## src/rtl/async_fifo_pkg.sv

```systemverilog
// Shared async FIFO definitions: Gray decode and write-ingress skid states.
// Both the write side and the read side import this package.
package async_fifo_pkg;

   // Widest pointer the Gray decoder handles. Narrower pointers are zero-extended.
   localparam int PTR_MAX = 16;

   typedef enum logic [1:0] {
      ST_EMPTY = 2'd0,
      ST_ONE   = 2'd1,
      ST_TWO   = 2'd2
   } skid_st_e;

   // Zero-extending a Gray code leaves the low binary bits unchanged.
   function automatic logic [PTR_MAX-1:0] gray2bin(input logic [PTR_MAX-1:0] g);
      logic [PTR_MAX-1:0] b;
      b[PTR_MAX-1] = g[PTR_MAX-1];
      for (int i = PTR_MAX-2; i >= 0; i--) b[i] = b[i+1] ^ g[i];
      return b;
   endfunction

endpackage

```

## src/rtl/wfifo_skid2.sv

```systemverilog
// Two-entry skid buffer in front of the FIFO write port.
// The out stage presents to the write port, and the skid stage catches the beat taken while out stalls.
module wfifo_skid2
   import async_fifo_pkg::*;
#(
   parameter int DSIZE = 8
) (
   input  logic             wclk,
   input  logic             wrst_n,
   input  logic             wclr,
   input  logic             s_valid,
   output logic             s_ready,
   input  logic [DSIZE-1:0] s_data,
   input  logic             wfull,
   output logic             out_valid,
   output logic [DSIZE-1:0] out_data,
   output logic             drain
);

   skid_st_e         state_q, state_d;
   logic             rdy_q, rdy_d;
   logic [DSIZE-1:0] out_q, out_d;
   logic [DSIZE-1:0] skid_q, skid_d;
   logic             accept;

   assign s_ready   = rdy_q & ~wclr;
   assign accept    = s_valid & s_ready;
   assign out_valid = (state_q != ST_EMPTY);
   assign drain     = out_valid & ~wfull & ~wclr;
   assign out_data  = out_q;

   always_comb begin
      state_d = state_q;
      rdy_d   = rdy_q;
      out_d   = out_q;
      skid_d  = skid_q;
      if (wclr) begin
         state_d = ST_EMPTY;
         rdy_d   = 1'b1;
      end else begin
         case (state_q)
            ST_EMPTY: if (accept) begin
               state_d = ST_ONE;
               out_d   = s_data;
            end
            ST_ONE: begin
               if (accept && !drain) begin
                  state_d = ST_TWO;
                  skid_d  = s_data;
                  rdy_d   = 1'b0;
               end else if (accept && drain) begin
                  out_d   = s_data;
               end else if (drain) begin
                  state_d = ST_EMPTY;
               end
            end
            ST_TWO: if (drain) begin
               state_d = ST_ONE;
               out_d   = skid_q;
               rdy_d   = 1'b1;
            end
            default: begin
               state_d = ST_EMPTY;
               rdy_d   = 1'b1;
            end
         endcase
      end
   end

   always_ff @(posedge wclk or negedge wrst_n) begin
      if (!wrst_n) begin
         state_q <= ST_EMPTY;
         rdy_q   <= 1'b1;
         out_q   <= '0;
         skid_q  <= '0;
      end else begin
         state_q <= state_d;
         rdy_q   <= rdy_d;
         out_q   <= out_d;
         skid_q  <= skid_d;
      end
   end

endmodule

```

## src/rtl/wfifo_stream_in.sv

```systemverilog
// Write-side ingress of the async FIFO: stream skid buffer driving winc/wdata,
// plus a registered, pessimistic write-side fill level and threshold flag.
module wfifo_stream_in
   import async_fifo_pkg::*;
#(
   parameter int ASIZE  = 4,
   parameter int DSIZE  = 8,
   parameter int THRESH = 12
) (
   input  logic             wclk,
   input  logic             wrst_n,
   input  logic             wclr,
   input  logic             s_valid,
   output logic             s_ready,
   input  logic [DSIZE-1:0] s_data,
   output logic             winc,
   output logic [DSIZE-1:0] wdata,
   input  logic             wfull,
   input  logic [ASIZE:0]   wptr,
   input  logic [ASIZE:0]   wq2_rptr,
   output logic [ASIZE:0]   wlevel,
   output logic             wthresh
);

   localparam int PW = ASIZE + 1;

   logic             out_valid;
   logic [DSIZE-1:0] out_data;
   logic             drain;
   logic [PW-1:0]    wb, rb, lvl;
   logic [PW-1:0]    wlevel_q, wlevel_d;
   logic             wthresh_q, wthresh_d;

   wfifo_skid2 #(.DSIZE(DSIZE)) u_skid (
      .wclk      (wclk),
      .wrst_n    (wrst_n),
      .wclr      (wclr),
      .s_valid   (s_valid),
      .s_ready   (s_ready),
      .s_data    (s_data),
      .wfull     (wfull),
      .out_valid (out_valid),
      .out_data  (out_data),
      .drain     (drain)
   );

   assign winc  = drain;
   assign wdata = out_data;

   // Modular subtraction at pointer width handles the wrap of either pointer.
   assign wb  = PW'(gray2bin(PTR_MAX'(wptr)));
   assign rb  = PW'(gray2bin(PTR_MAX'(wq2_rptr)));
   assign lvl = wb - rb;

   always_comb begin
      wlevel_d  = lvl;
      wthresh_d = (32'(lvl) >= 32'(THRESH));
   end

   always_ff @(posedge wclk or negedge wrst_n) begin
      if (!wrst_n) begin
         wlevel_q  <= '0;
         wthresh_q <= 1'b0;
      end else begin
         wlevel_q  <= wlevel_d;
         wthresh_q <= wthresh_d;
      end
   end

   assign wlevel  = wlevel_q;
   assign wthresh = wthresh_q;

endmodule

```

## config.mk

```make
export PLATFORM = sky130hd
export DESIGN_NAME = wfifo_stream_in
export DESIGN_NICKNAME = d
export VERILOG_FILES = /design/src/rtl/async_fifo_pkg.sv /design/src/rtl/wfifo_skid2.sv /design/src/rtl/wfifo_stream_in.sv
export SDC_FILE = /design/constraint.sdc
export NUM_CORES = 1
export LEC_CHECK = 0
export BUFFER_PORTS_ARGS = -buffer_cell sky130_fd_sc_hd__buf_2
export CAP_MARGIN = 10
export CORE_UTILIZATION = 25
export DETAILED_ROUTE_END_ITERATION = 6
export PLACE_DENSITY = 0.53
export SYNTH_ARGS = -nofsm -noshare
export SYNTH_HDL_FRONTEND = slang
export SYNTH_SLANG_ARGS = --single-unit
```

## constraint.sdc

```tcl
create_clock -name wclk -period 2.1 [get_ports wclk]
set_input_delay 0.42 -clock wclk [delete_from_list [all_inputs] [get_ports wclk]]
set_output_delay 0.42 -clock wclk [all_outputs]
set_load 0.05 [all_outputs]
```

==> impl_summary.txt, run 1 <==
----------------------------------------------------
[Route]
  Sum of met3 wire segment lengths after detailed routing ... ~130 um
  Met1 WL ... about 1100 um
  Vias post-DR ... roughly 940
  Number of violations reported at the end of detailed-routing iteration 0 ... 17
  Detailed-route vias per instance ... 4.17
  Number of optimization iterations in the first detailed-route pass ... 4
  WL met2 ... 1300 um
  Highest metal layer with signal wires ... met4
  Avg WL per Cell ... 11.3 um
  Post-route DRC ... 0
  Number of nets still failing antenna checks after routing ... 0
  Total length of routed wires ... 2550 um

[Placement]
  Number of port buffers ... 38
  HPWL reported at the end of detailed placement ... 1930 um
  Pre-CTS WS ... -544 ps
  Final weighted congestion in routability-driven placement ... 0.674

[Logic synthesis]
  Count of distinct cell types in the synthesized netlist ... 27
  Total nets after synthesis ... 133
  Sequential fraction of the synthesis area ... roughly 49%
  Dominant combinational cell family by area after synthesis ... multiplexers
  Leading post-synthesis cells by cell area ... sky130_fd_sc_hd__dfrtp_1 (47%), sky130_fd_sc_hd__mux2_2 (7.1%), sky130_fd_sc_hd__mux2i_1 (6.3%)
  List of most frequent post-synthesis cells ... sky130_fd_sc_hd__dfrtp_1 (24), sky130_fd_sc_hd__a21oi_1 (11), sky130_fd_sc_hd__nor2_1 (10)
  Fraction of synthesis flops using an asynchronous set or reset pin ... 100%
  Top FF cell, synth ... sky130_fd_sc_hd__dfrtp_1
  Total number of yosys warnings ... 0
  Parity-gate share of the synthesized area counting xor and xnor cells ... 8.27%
  Library cell with the highest instance count after synthesis ... sky130_fd_sc_hd__dfrtp_1
  Simple-gate portion of the synthesized area ... 11.5%
  Post-synth top area cell ... sky130_fd_sc_hd__dfrtp_1
  Mean Syn Cell Area ... ~12 sq um
  Number of instances in the synthesized netlist ... 105
  Number of enable flip-flop cells after synthesis ... 0
  Multiplexer share of the synthesized area ... 13.4%
  Post-Syn Area ... 1270 sq um
  Adder and majority gate portion of the synthesized area ... about 5.5%
  Complex-gate fraction of the synthesized area ... 9.94%
  Number of register bits inferred by synthesis ... 25
  Share of the synthesized area in the top cell type ... 47.2%

[Final layout]
  Area Overhead vs Synth ... 40.7%
  Antenna diode count ... 0
  Nets ... 188
  Utilization after layout ... 37.1%
  Share of final-layout standard cells stronger than drive strength 1 ... around 50%

[Die]
  Die area ... about 5400 sq um
  FP Rows ... 25
  Area of the core ... 4820 sq um
  Horizontal die dimension ... about 73 um
  Vertical die dimension ... around 73 um
  Starting density of the core ... 26.4%
  Number of top-level pins ... 39

[Clock tree]
  Clock buffer count from CTS ... 3
  Buffers from clock root to sink, at most ... 2
  Cell chosen for the clock root ... sky130_fd_sc_hd__clkbuf_8
  CTS Hold Bufs ... 0
  CTS tree ... yes
  Htree depth ... 1
  Clock transition at the register clock pins on the worst setup and hold paths after CTS ... 90 ps
  Number of clock sinks ... 25
  Later-pin clock latency in the skew report ... 270 ps

[Critical path]
  Cell with the biggest individual delay on the critical path ... sky130_fd_sc_hd__fa_2
  Worst R2R Path Depth ... 4
  Crit. End Element ... register
  Levels on crit path ... 12
  Worst Path Class, Setup ... in2reg
  CP startpoint kind ... primary input
  Ordered cell list for the critical path ... buf_8 -> xor2_4 -> xor2_2 -> xor2_1 -> xnor2_1 -> ha_2 -> inv_2 -> fa_2 -> a21o_1 -> a21oi_2 -> xnor2_2 -> a21o_1
  Required time at the worst-slack endpoint ... 2270 ps
  Cell repeated most along the worst path ... sky130_fd_sc_hd__a21o_1
  CP Max Fanout ... 2
  Worst path top cell family by delay ... XOR/XNOR gates
  Largest stage delay on the critical path ... ~330 ps
  Worst path bufs/invs ... 2
  Worst EP arrival ... 2390 ps

[Power and ir drop]
  Sw Share ... 42.4%
  VDD IR max ... 0.000520 V
  Internal ... 1.07 mW
  Power density over the cells ... 1040 nW/um^2
  Part of the power in the clock network ... between 10% and 20%
  Reported net switching power ... about 0.79 mW
  Proportion of power drawn by combinational gates ... 46.9%
  Leak ... 0.793 nW
  Reg power frac ... 37.5%

[Global routing]
  Global-route wire length before repair ... about 4200 um
  Grt total ovfl ... 0
  GR Util All Layers ... 10.4%
  Number of antenna violations at the first check in global routing ... 0
  Via count of the first global-routing pass ... 903
  Pin count of the biggest net entering global routing ... 26

[STA]
  Post-route setup slack ... -120 ps
  Final worst-path cycle share ... 106%
  Hold WS ... 127 ps
  Setup-failing EPs final ... 2
  Hold Vio Cnt, Final ... 0
  Worst clock skew ... 5.04 ps
  Total negative slack for setup checks ... -219 ps
  Worst Max-Slew Pin Slew ... 555 ps
  Final Critical Period ... approximately 2200 ps
  Final slew viol count ... 0
  Relative slew slack ... 63.0%
  FMAX ... 450 MHz
  RSZ-0062 raised after global routing ... yes

[Hold path]
  Hold Path Class ... in2async

[Status]
  Status ... complete, but fails checks
  Violated checks ... negative setup slack

[Job]
  Max-cap check violation count ... 0

----------------------------------------------------
-- layout by cell type (no fill, tap or decap), types with 2 or more instances in the layout --
| master | n |
|---|---|
| sky130_fd_sc_hd__buf_8 | 2 |
| sky130_fd_sc_hd__buf_4 | 15 |
| sky130_fd_sc_hd__o21bai_1 | 2 |
| sky130_fd_sc_hd__ha_1 | 3 |
| sky130_fd_sc_hd__xor2_2 | 2 |
| sky130_fd_sc_hd__nor2b_1 | 2 |
| sky130_fd_sc_hd__xnor2_1 | 4 |
| sky130_fd_sc_hd__a31oi_1 | 2 |
| sky130_fd_sc_hd__mux2_2 | 8 |
| sky130_fd_sc_hd__dfrtp_1 | 24 |
| sky130_fd_sc_hd__xor2_1 | 3 |
| sky130_fd_sc_hd__nand2_1 | 2 |
| sky130_fd_sc_hd__buf_6 | 2 |
| sky130_fd_sc_hd__mux2i_1 | 8 |
| sky130_fd_sc_hd__a21o_1 | 3 |
| sky130_fd_sc_hd__buf_2 | 34 |
| sky130_fd_sc_hd__nand4bb_1 | 2 |
| sky130_fd_sc_hd__nor2_1 | 10 |
| sky130_fd_sc_hd__clkbuf_8 | 3 |
| sky130_fd_sc_hd__a21oi_1 | 10 |
-- sequential cells by signal, indices dropped and copies added (netlist names) --
name / count
wlevel: 5
u_skid.rdy_q: 1
u_skid.state_q: 2
wthresh: 1
u_skid.skid_q: 8
u_skid.out_data: 8
-- what timing repair did --
action / CTS / global route
gates resized for setup: 10 / 2
pin swaps: 13 / 7
buffers inserted: 2 / 2
setup endpoints to repair: 2 / 2
-- logic make-up (layout without fill, tap and decap cells) --
family          after synthesis  in the layout
compound gates               19             19
buf+inv                       5             59
flops                        25             25
fa+ha+maj                     5              5
mux                          16             16
simple gates                 23             23
xor+xnor                     12             12
-- worst reg2reg max path, cell delays in order (launching register included) --
cell and delay [ps]:
sky130_fd_sc_hd__dfrtp_1 510, sky130_fd_sc_hd__or3b_4 440, sky130_fd_sc_hd__a31oi_4 430, sky130_fd_sc_hd__nor2_1 90, sky130_fd_sc_hd__a21oi_1 150
-- stage by stage --
stage | total power, mW | cells | cell area (sq um)
finish | 1.86 | 226 | 1790
global route | 1.99 | 226 | 1790
CTS | 1.87 | 224 | 1760
detailed placement | 1.55 | 218 | 1640
global placement | 1.54 | 218 | 1640
floorplan | 1.30 | 105 | 1310
-- worst paths after layout --
kind                                   start                 end  slack, ps
setup / recovery                     wptr[3]             wthresh       -120
hold / removal                        wrst_n    u_skid.skid_q[1]        130
setup reg to reg           u_skid.state_q[1]  u_skid.out_data[3]        410
hold reg to reg             u_skid.skid_q[6]    u_skid.skid_q[6]        510
max in group asynchronous             wrst_n        u_skid.rdy_q       1590
min in group wclk                  s_data[1]    u_skid.skid_q[1]        390
-- power groups by stage --
stage	sequential, mW	clock, mW	combinational (mW)
detailed placement	0.706	0	0.847
CTS	0.701	0.304	0.869
global placement	0.713	0	0.822
floorplan	1.03	0	0.276
global route	0.721	0.326	0.941
finish	0.698	0.291	0.874
-- final cells by class --
cell class	count	area, sq um
Multi-Input combinational cell	75	687
Tap cell	67	83.8
Clock buffer	3	41.3
Sequential cell	25	627
Clock inverter	1	7.51
Inverter	2	7.51
Timing Repair Buffer	53	335
Fill cell	499	3030
-- per-layer routing --
metal | GRT usage, % | vias up
met4 | 4.49 | 0
met1 | 13.3 | 444
met5 | 0 | -
met2 | 16.8 | 23
li1 | - | 474
met3 | 2.33 | 2
(Power assumes the default switching activity.)
==> run 2, diff against run 1 <==
ABC_AREA = 1   (was unset)
PLACE_DENSITY = 0.52   (was 0.53)
==> impl_summary.txt, run 2 <==
----------------------------------------------------
[Status]
  Status ... completed

[Logic synthesis]
  Number of register bits inferred by synthesis ... 25
  Top FF cell, synth ... sky130_fd_sc_hd__dfrtp_1
  Total nets after synthesis ... 205
  Post-synth top area cell ... sky130_fd_sc_hd__dfrtp_1
  Share of the synthesized area in the top cell type ... 43.0%
  List of most frequent post-synthesis cells ... sky130_fd_sc_hd__nand2_1 (57), sky130_fd_sc_hd__inv_1 (25), sky130_fd_sc_hd__dfrtp_1 (24)
  Leading post-synthesis cells by cell area ... sky130_fd_sc_hd__dfrtp_1 (43%), sky130_fd_sc_hd__nand2_1 (15%), sky130_fd_sc_hd__inv_1 (6.7%)
  Number of instances in the synthesized netlist ... ~180
  Number of enable flip-flop cells after synthesis ... 0
  Total number of yosys warnings ... 0
  Sequential fraction of the synthesis area ... about 45%
  Count of distinct cell types in the synthesized netlist ... 22
  Post-Syn Area ... 1400 sq um
  Library cell with the highest instance count after synthesis ... sky130_fd_sc_hd__nand2_1
  Fraction of synthesis flops using an asynchronous set or reset pin ... 100%
  Mean Syn Cell Area ... 7.89 sq um

[Placement]
  Pre-CTS WS ... -251 ps
  Number of port buffers ... 38
  HPWL reported at the end of detailed placement ... 2150 um
  Post-place instance area ... 1750 sq um
  Final weighted congestion in routability-driven placement ... 0.764

[Critical path]
  Required time at the worst-slack endpoint ... approximately 2300 ps
  Flop2flop setup slack ... 550 ps
  CP startpoint kind ... primary input
  Worst R2R Path Depth ... 7
  Worst path top cell family by delay ... simple AND/OR/NAND/NOR gates
  Worst EP arrival ... 2140 ps
  Cell with the biggest individual delay on the critical path ... sky130_fd_sc_hd__fa_2
  Crit. End Element ... register
  Worst Path Class, Setup ... in2reg
  Largest stage delay on the critical path ... between 300 and 400 ps
  Cell repeated most along the worst path ... sky130_fd_sc_hd__nand2_2
  Ordered cell list for the critical path ... buf_4 -> inv_6 -> nand2_2 -> nand2_2 -> nand2_2 -> nand2_2 -> nand2_2 -> nand2_2 -> nand2_1 -> nand2_1 -> ha_2 -> inv_2 -> fa_2 -> nand3_2 -> nand2_2 -> or2_4 -> nand2_2 -> nand2_1
  Critical register-to-register path endpoint ... u_skid.out_data[1]
  CP Max Fanout ... 3
  Worst path bufs/invs ... 3
  Launching point of the worst reg2reg path ... u_skid.rdy_q

[STA]
  Hold Vio Cnt, Final ... 0
  Relative slew slack ... 62.9%
  Final worst-path cycle share ... 94.3%
  FMAX ... 505 MHz
  Final slew viol count ... 0
  Worst Max-Slew Pin Slew ... 556 ps
  Total negative slack for setup checks ... 0 ps
  Post-route setup slack ... 119 ps
  Setup-failing EPs final ... 0
  Worst clock skew ... 7.40 ps
  Final Critical Period ... 1980 ps

[Route]
  Number of violations reported at the end of detailed-routing iteration 0 ... 59
  Avg WL per Cell ... roughly 9.6 um
  Number of optimization iterations in the first detailed-route pass ... 4
  Vias post-DR ... 1,245
  Detailed-route vias per instance ... approximately 4.2
  Number of nets still failing antenna checks after routing ... 0
  Post-route DRC ... 0
  Total length of routed wires ... 2870 um

[Global routing]
  GR Util All Layers ... between 10% and 20%
  Pin count of the biggest net entering global routing ... 26
  Grt total ovfl ... 0
  Via count of the first global-routing pass ... 1,208
  Number of antenna violations at the first check in global routing ... 0
  Global-route wire length before repair ... 5000 um

[Power and ir drop]
  Part of the power in the clock network ... 13.5%
  Power density over the cells ... ~1100 nW/um^2
  Leak ... 1.01 nW
  Reg power frac ... 37.2%
  Sw Share ... 47.0%
  Tot Pwr ... approximately 2.1 mW
  Internal ... 1.11 mW
  VDD IR max ... between 0.0005 and 0.0006 V
  Proportion of power drawn by combinational gates ... 49.3%
  Reported net switching power ... between 0.9 and 1 mW

[Job]
  Max-cap check violation count ... 0

[Final layout]
  Nets ... about 260
  Seq. cell area ... 627 sq um
  Summed area of non-filler cells in the final layout ... around 1800 sq um
  Most frequent standard cell in the layout excluding fill and tap cells ... sky130_fd_sc_hd__nand2_1
  Combined area of the multi-input logic cells ... 689 sq um
  Most frequent cells in the layout ... sky130_fd_sc_hd__nand2_1 (46), sky130_fd_sc_hd__buf_2 (37), sky130_fd_sc_hd__dfrtp_1 (24)
  Utilization after layout ... 35.2%
  Number of filler instances in the final layout ... 572
  Area Overhead vs Synth ... 32.0%
  Share of final-layout standard cells stronger than drive strength 1 ... 39.5%
  Antenna diode count ... 0

[Clock tree]
  Later-pin clock latency in the skew report ... 270 ps
  Number of clock sinks ... 25
  CTS Hold Bufs ... 0
  Htree depth ... 1
  Buffers from clock root to sink, at most ... 2
  Clock transition at the register clock pins on the worst setup and hold paths after CTS ... 90 ps
  CTS tree ... yes
  Cell chosen for the clock root ... sky130_fd_sc_hd__clkbuf_8
  Clock buffer count from CTS ... 3

[Die]
  Area of the core ... 5240 sq um
  Horizontal die dimension ... 76.7 um
  Vertical die dimension ... ~77 um
  FP Rows ... 26
  Starting density of the core ... between 20% and 30%
  Die area ... 5890 sq um
  Number of top-level pins ... 39

[Hold path]
  Hold Path Class ... in2async

----------------------------------------------------
run 2: layer usage:
metal	wire length (um)	global-route usage, %
met4	12	3.46
met3	144	2.14
met5	0	0
met2	1400	18.6
met1	1310	12.1
run 2: timing repair:
action / CTS / global route
gates resized for setup: 0 / 10
buffers inserted: 0 / 2
endpoints found under the setup margin: 0 / 2
endpoints found under the hold margin: 0 / 0
run 2: per-stage QoR:
stage	hold slack, ps	instances
after global placement	448	292
after CTS	153	296
after detailed placement	455	292
final	131	298
after global routing	176	298
after floorplan	124	177
run 2: cell type report:
cell class	instances	area share, %
Clock inverter	1	0.272
Inverter	26	5.57
Tap cell	70	4.75
Multi-Input combinational cell	122	37.4
Sequential cell	25	34.0
Timing Repair Buffer	51	15.8
Clock buffer	3	2.24
run 2: worst max-delay path by stage:
stage / startpoint / end / slack, ps / depth (start not counted)
after floorplan: wptr[4] / wthresh / 0.2 / 17
after global routing: wptr[4] / wthresh / -3 / 18
after CTS: wptr[4] / wthresh / 40 / 18
after global placement: wptr[4] / wthresh / -220 / 18
after detailed placement: wq2_rptr[4] / wthresh / -250 / 17
final: wptr[4] / wthresh / 120 / 18
run 2: cells by family (layout without fill, tap and decap cells):
group,Yosys count,after routing,share of synthesized area (%)
simple gates,82,82,25.3
compound gates,32,32,13.6
buf+inv,30,81,9.32
flops,25,25,44.9
fa+ha+maj,5,5,5.02
xor+xnor,3,3,1.88
run 2: power by group through the flow:
stage	combinational, mW	clock [mW]	sequential, mW
6_report	1.03	0.282	0.776
5_1_grt	1.12	0.318	0.803
4_1_cts	1.03	0.299	0.778
3_5_place_dp	1.03	0	0.788
3_3_place_gp	1.02	0	0.781
2_1_floorplan	0.376	0	1.19
==> run 3, diff against run 2 <==
clock period = 2.4 ns   (was 2.1 ns; I/O delays follow)
==> impl_summary.txt, run 3 (synthesis results as in run 2) <==
----------------------------------------------------
[Final layout]
  Most frequent standard cell in the layout excluding fill and tap cells ... sky130_fd_sc_hd__nand2_1
  Seq. cell area ... around 630 sq um
  Summed area of non-filler cells in the final layout ... around 1700 sq um
  Share of final-layout standard cells stronger than drive strength 1 ... 29.4%
  Number of filler instances in the final layout ... approximately 580
  Most frequent cells in the layout ... sky130_fd_sc_hd__nand2_1 (56), sky130_fd_sc_hd__buf_2 (38), sky130_fd_sc_hd__inv_1 (25)
  Antenna diode count ... 0
  Combined area of the multi-input logic cells ... 647 sq um
  Post-route insts no fill ... 291
  Area Overhead vs Synth ... 24.6%
  Nets ... 250
  Utilization after layout ... 33.2%

[Clock tree]
  Number of clock sinks ... 25
  Buffers from clock root to sink, at most ... 2
  Htree depth ... 1
  Setup bufs post-CTS ... 0
  Clock buffer count from CTS ... 3
  Later-pin clock latency in the skew report ... 260 ps
  CTS tree ... yes
  Cell chosen for the clock root ... sky130_fd_sc_hd__clkbuf_8
  Clock transition at the register clock pins on the worst setup and hold paths after CTS ... 80 ps

[STA]
  FMAX ... 465 MHz
  Post-route setup slack ... ~250 ps
  Hold Vio Cnt, Final ... 0
  Final slew viol count ... 0
  Worst Max-Slew Pin Slew ... between 500 and 600 ps
  RSZ-0062 raised after global routing ... no
  Final worst-path cycle share ... 89.6%
  Relative slew slack ... a little over three fifths
  Setup-failing EPs final ... 0
  Worst clock skew ... 3.30 ps
  Final Critical Period ... 2150 ps

[Global routing]
  Global-route wire length before repair ... 4370 um
  GR Util All Layers ... 9.21%
  Grt total ovfl ... 0
  Via count of the first global-routing pass ... around 1,000
  Pin count of the biggest net entering global routing ... 26
  Number of antenna violations at the first check in global routing ... 0

[Power and ir drop]
  VDD IR max ... 0.000468 V
  Power density over the cells ... between 1000 and 1500 nW/um^2
  Leak ... 0.978 nW

[Critical path]
  Crit. End Element ... register
  Worst EP arrival ... 2310 ps
  Worst Path Class, Setup ... in2reg
  CP startpoint kind ... primary input
  Required time at the worst-slack endpoint ... 2560 ps
  Start point of the critical path ... wq2_rptr[4]
  CP Max Fanout ... 4
  Launching point of the worst reg2reg path ... u_skid.state_q[1]

[Placement]
  Pre-CTS WS ... -105 ps
  HPWL reported at the end of detailed placement ... 2050 um
  Final weighted congestion in routability-driven placement ... 0.792
  Number of port buffers ... 38
  Instance count after placement with tap cells included ... approximately 290
  Post-place instance area ... about 1700 sq um

[Route]
  Number of nets still failing antenna checks after routing ... 0
  Number of optimization iterations in the first detailed-route pass ... 4
  Post-route DRC ... 0
  Number of violations reported at the end of detailed-routing iteration 0 ... between 40 and 50
  Total length of routed wires ... 2590 um
  Vias post-DR ... about 1,200
  Avg WL per Cell ... 8.90 um
  Detailed-route vias per instance ... about 4

[Die]
  Area of the core ... 5240 sq um
  FP Rows ... 26
  Vertical die dimension ... 76.7 um
  Starting density of the core ... 26.7%
  Number of top-level pins ... 39
  Die area ... 5890 sq um
  Horizontal die dimension ... 76.7 um

[Hold path]
  Hold Path Class ... in2async

[Job]
  Max-cap check violation count ... 0

[Status]
  Status ... completed

----------------------------------------------------
==> run 3: power by group <==
| part | total (mW) | switching (mW) | internal, mW | leakage, nW |
|---|---|---|---|---|
| Clock | 0.241 | 0.123 | 0.118 | 0.0228 |
| Sequential | 0.676 | 0.0806 | 0.596 | 0.307 |
| Combinational | 0.867 | 0.627 | 0.240 | 0.649 |
| Total | 1.78 | 0.831 | 0.954 | 0.978 |
==> run 3: critical path: stages <==
cell and delay, ps:
sky130_fd_sc_hd__buf_2 110, sky130_fd_sc_hd__inv_1 50, sky130_fd_sc_hd__nand2_1 100, sky130_fd_sc_hd__nand3_2 110, sky130_fd_sc_hd__nand2_2 110, sky130_fd_sc_hd__nand2_1 70
sky130_fd_sc_hd__nand3_1 70, sky130_fd_sc_hd__nand2_1 50, sky130_fd_sc_hd__inv_1 50, sky130_fd_sc_hd__ha_1 130, sky130_fd_sc_hd__inv_1 50, sky130_fd_sc_hd__fa_1 380
sky130_fd_sc_hd__nand3_1 90, sky130_fd_sc_hd__nand2_1 60, sky130_fd_sc_hd__or2_2 270, sky130_fd_sc_hd__nand2_1 80, sky130_fd_sc_hd__nand2_1 50
==> run 3: timing repair <==
item / 4_1_cts / 5_1_grt
gates resized for setup: 0 / 2
hold buffers: 0 / 0
setup endpoints to repair: 0 / 2
==> run 3: stage by stage <==
step | hold WS [ps] | total power [mW] | setup TNS (ps)
floorplan | 184 | 1.36 | 0
global placement | 452 | 1.55 | -90.2
detailed placement | 461 | 1.56 | -186
CTS | 210 | 1.82 | 0
global route | 237 | 1.91 | 0
finish | 198 | 1.78 | 0
==> run 3: final cells by class <==
cell class,count,area share [%]
Multi-Input combinational cell,122,37.2
Sequential cell,25,36.0
Inverter,26,5.61
Timing Repair Buffer,44,13.5
Clock buffer,4,2.59
Tap cell,70,5.04
==> run 3: final timing paths <==
path	endpoint	slack, ps	depth (start not counted)
min reg2reg	u_skid.rdy_q	470	2
min in group wclk	u_skid.rdy_q	470	2
max reg2reg	u_skid.out_data[4]	740	6
min	u_skid.out_data[5]	200	1
max	wthresh	250	17
max in group asynchronous	u_skid.rdy_q	1830	1
==> run 3: metal layers <==
metal  up-vias  track usage, %  part of all wire, %
li1        641               -                    -
met5         -               0                    0
met4         0            4.62                 0.89
met3         2            1.43                  4.0
met2        27            15.0                   47
met1       491            11.8                   48
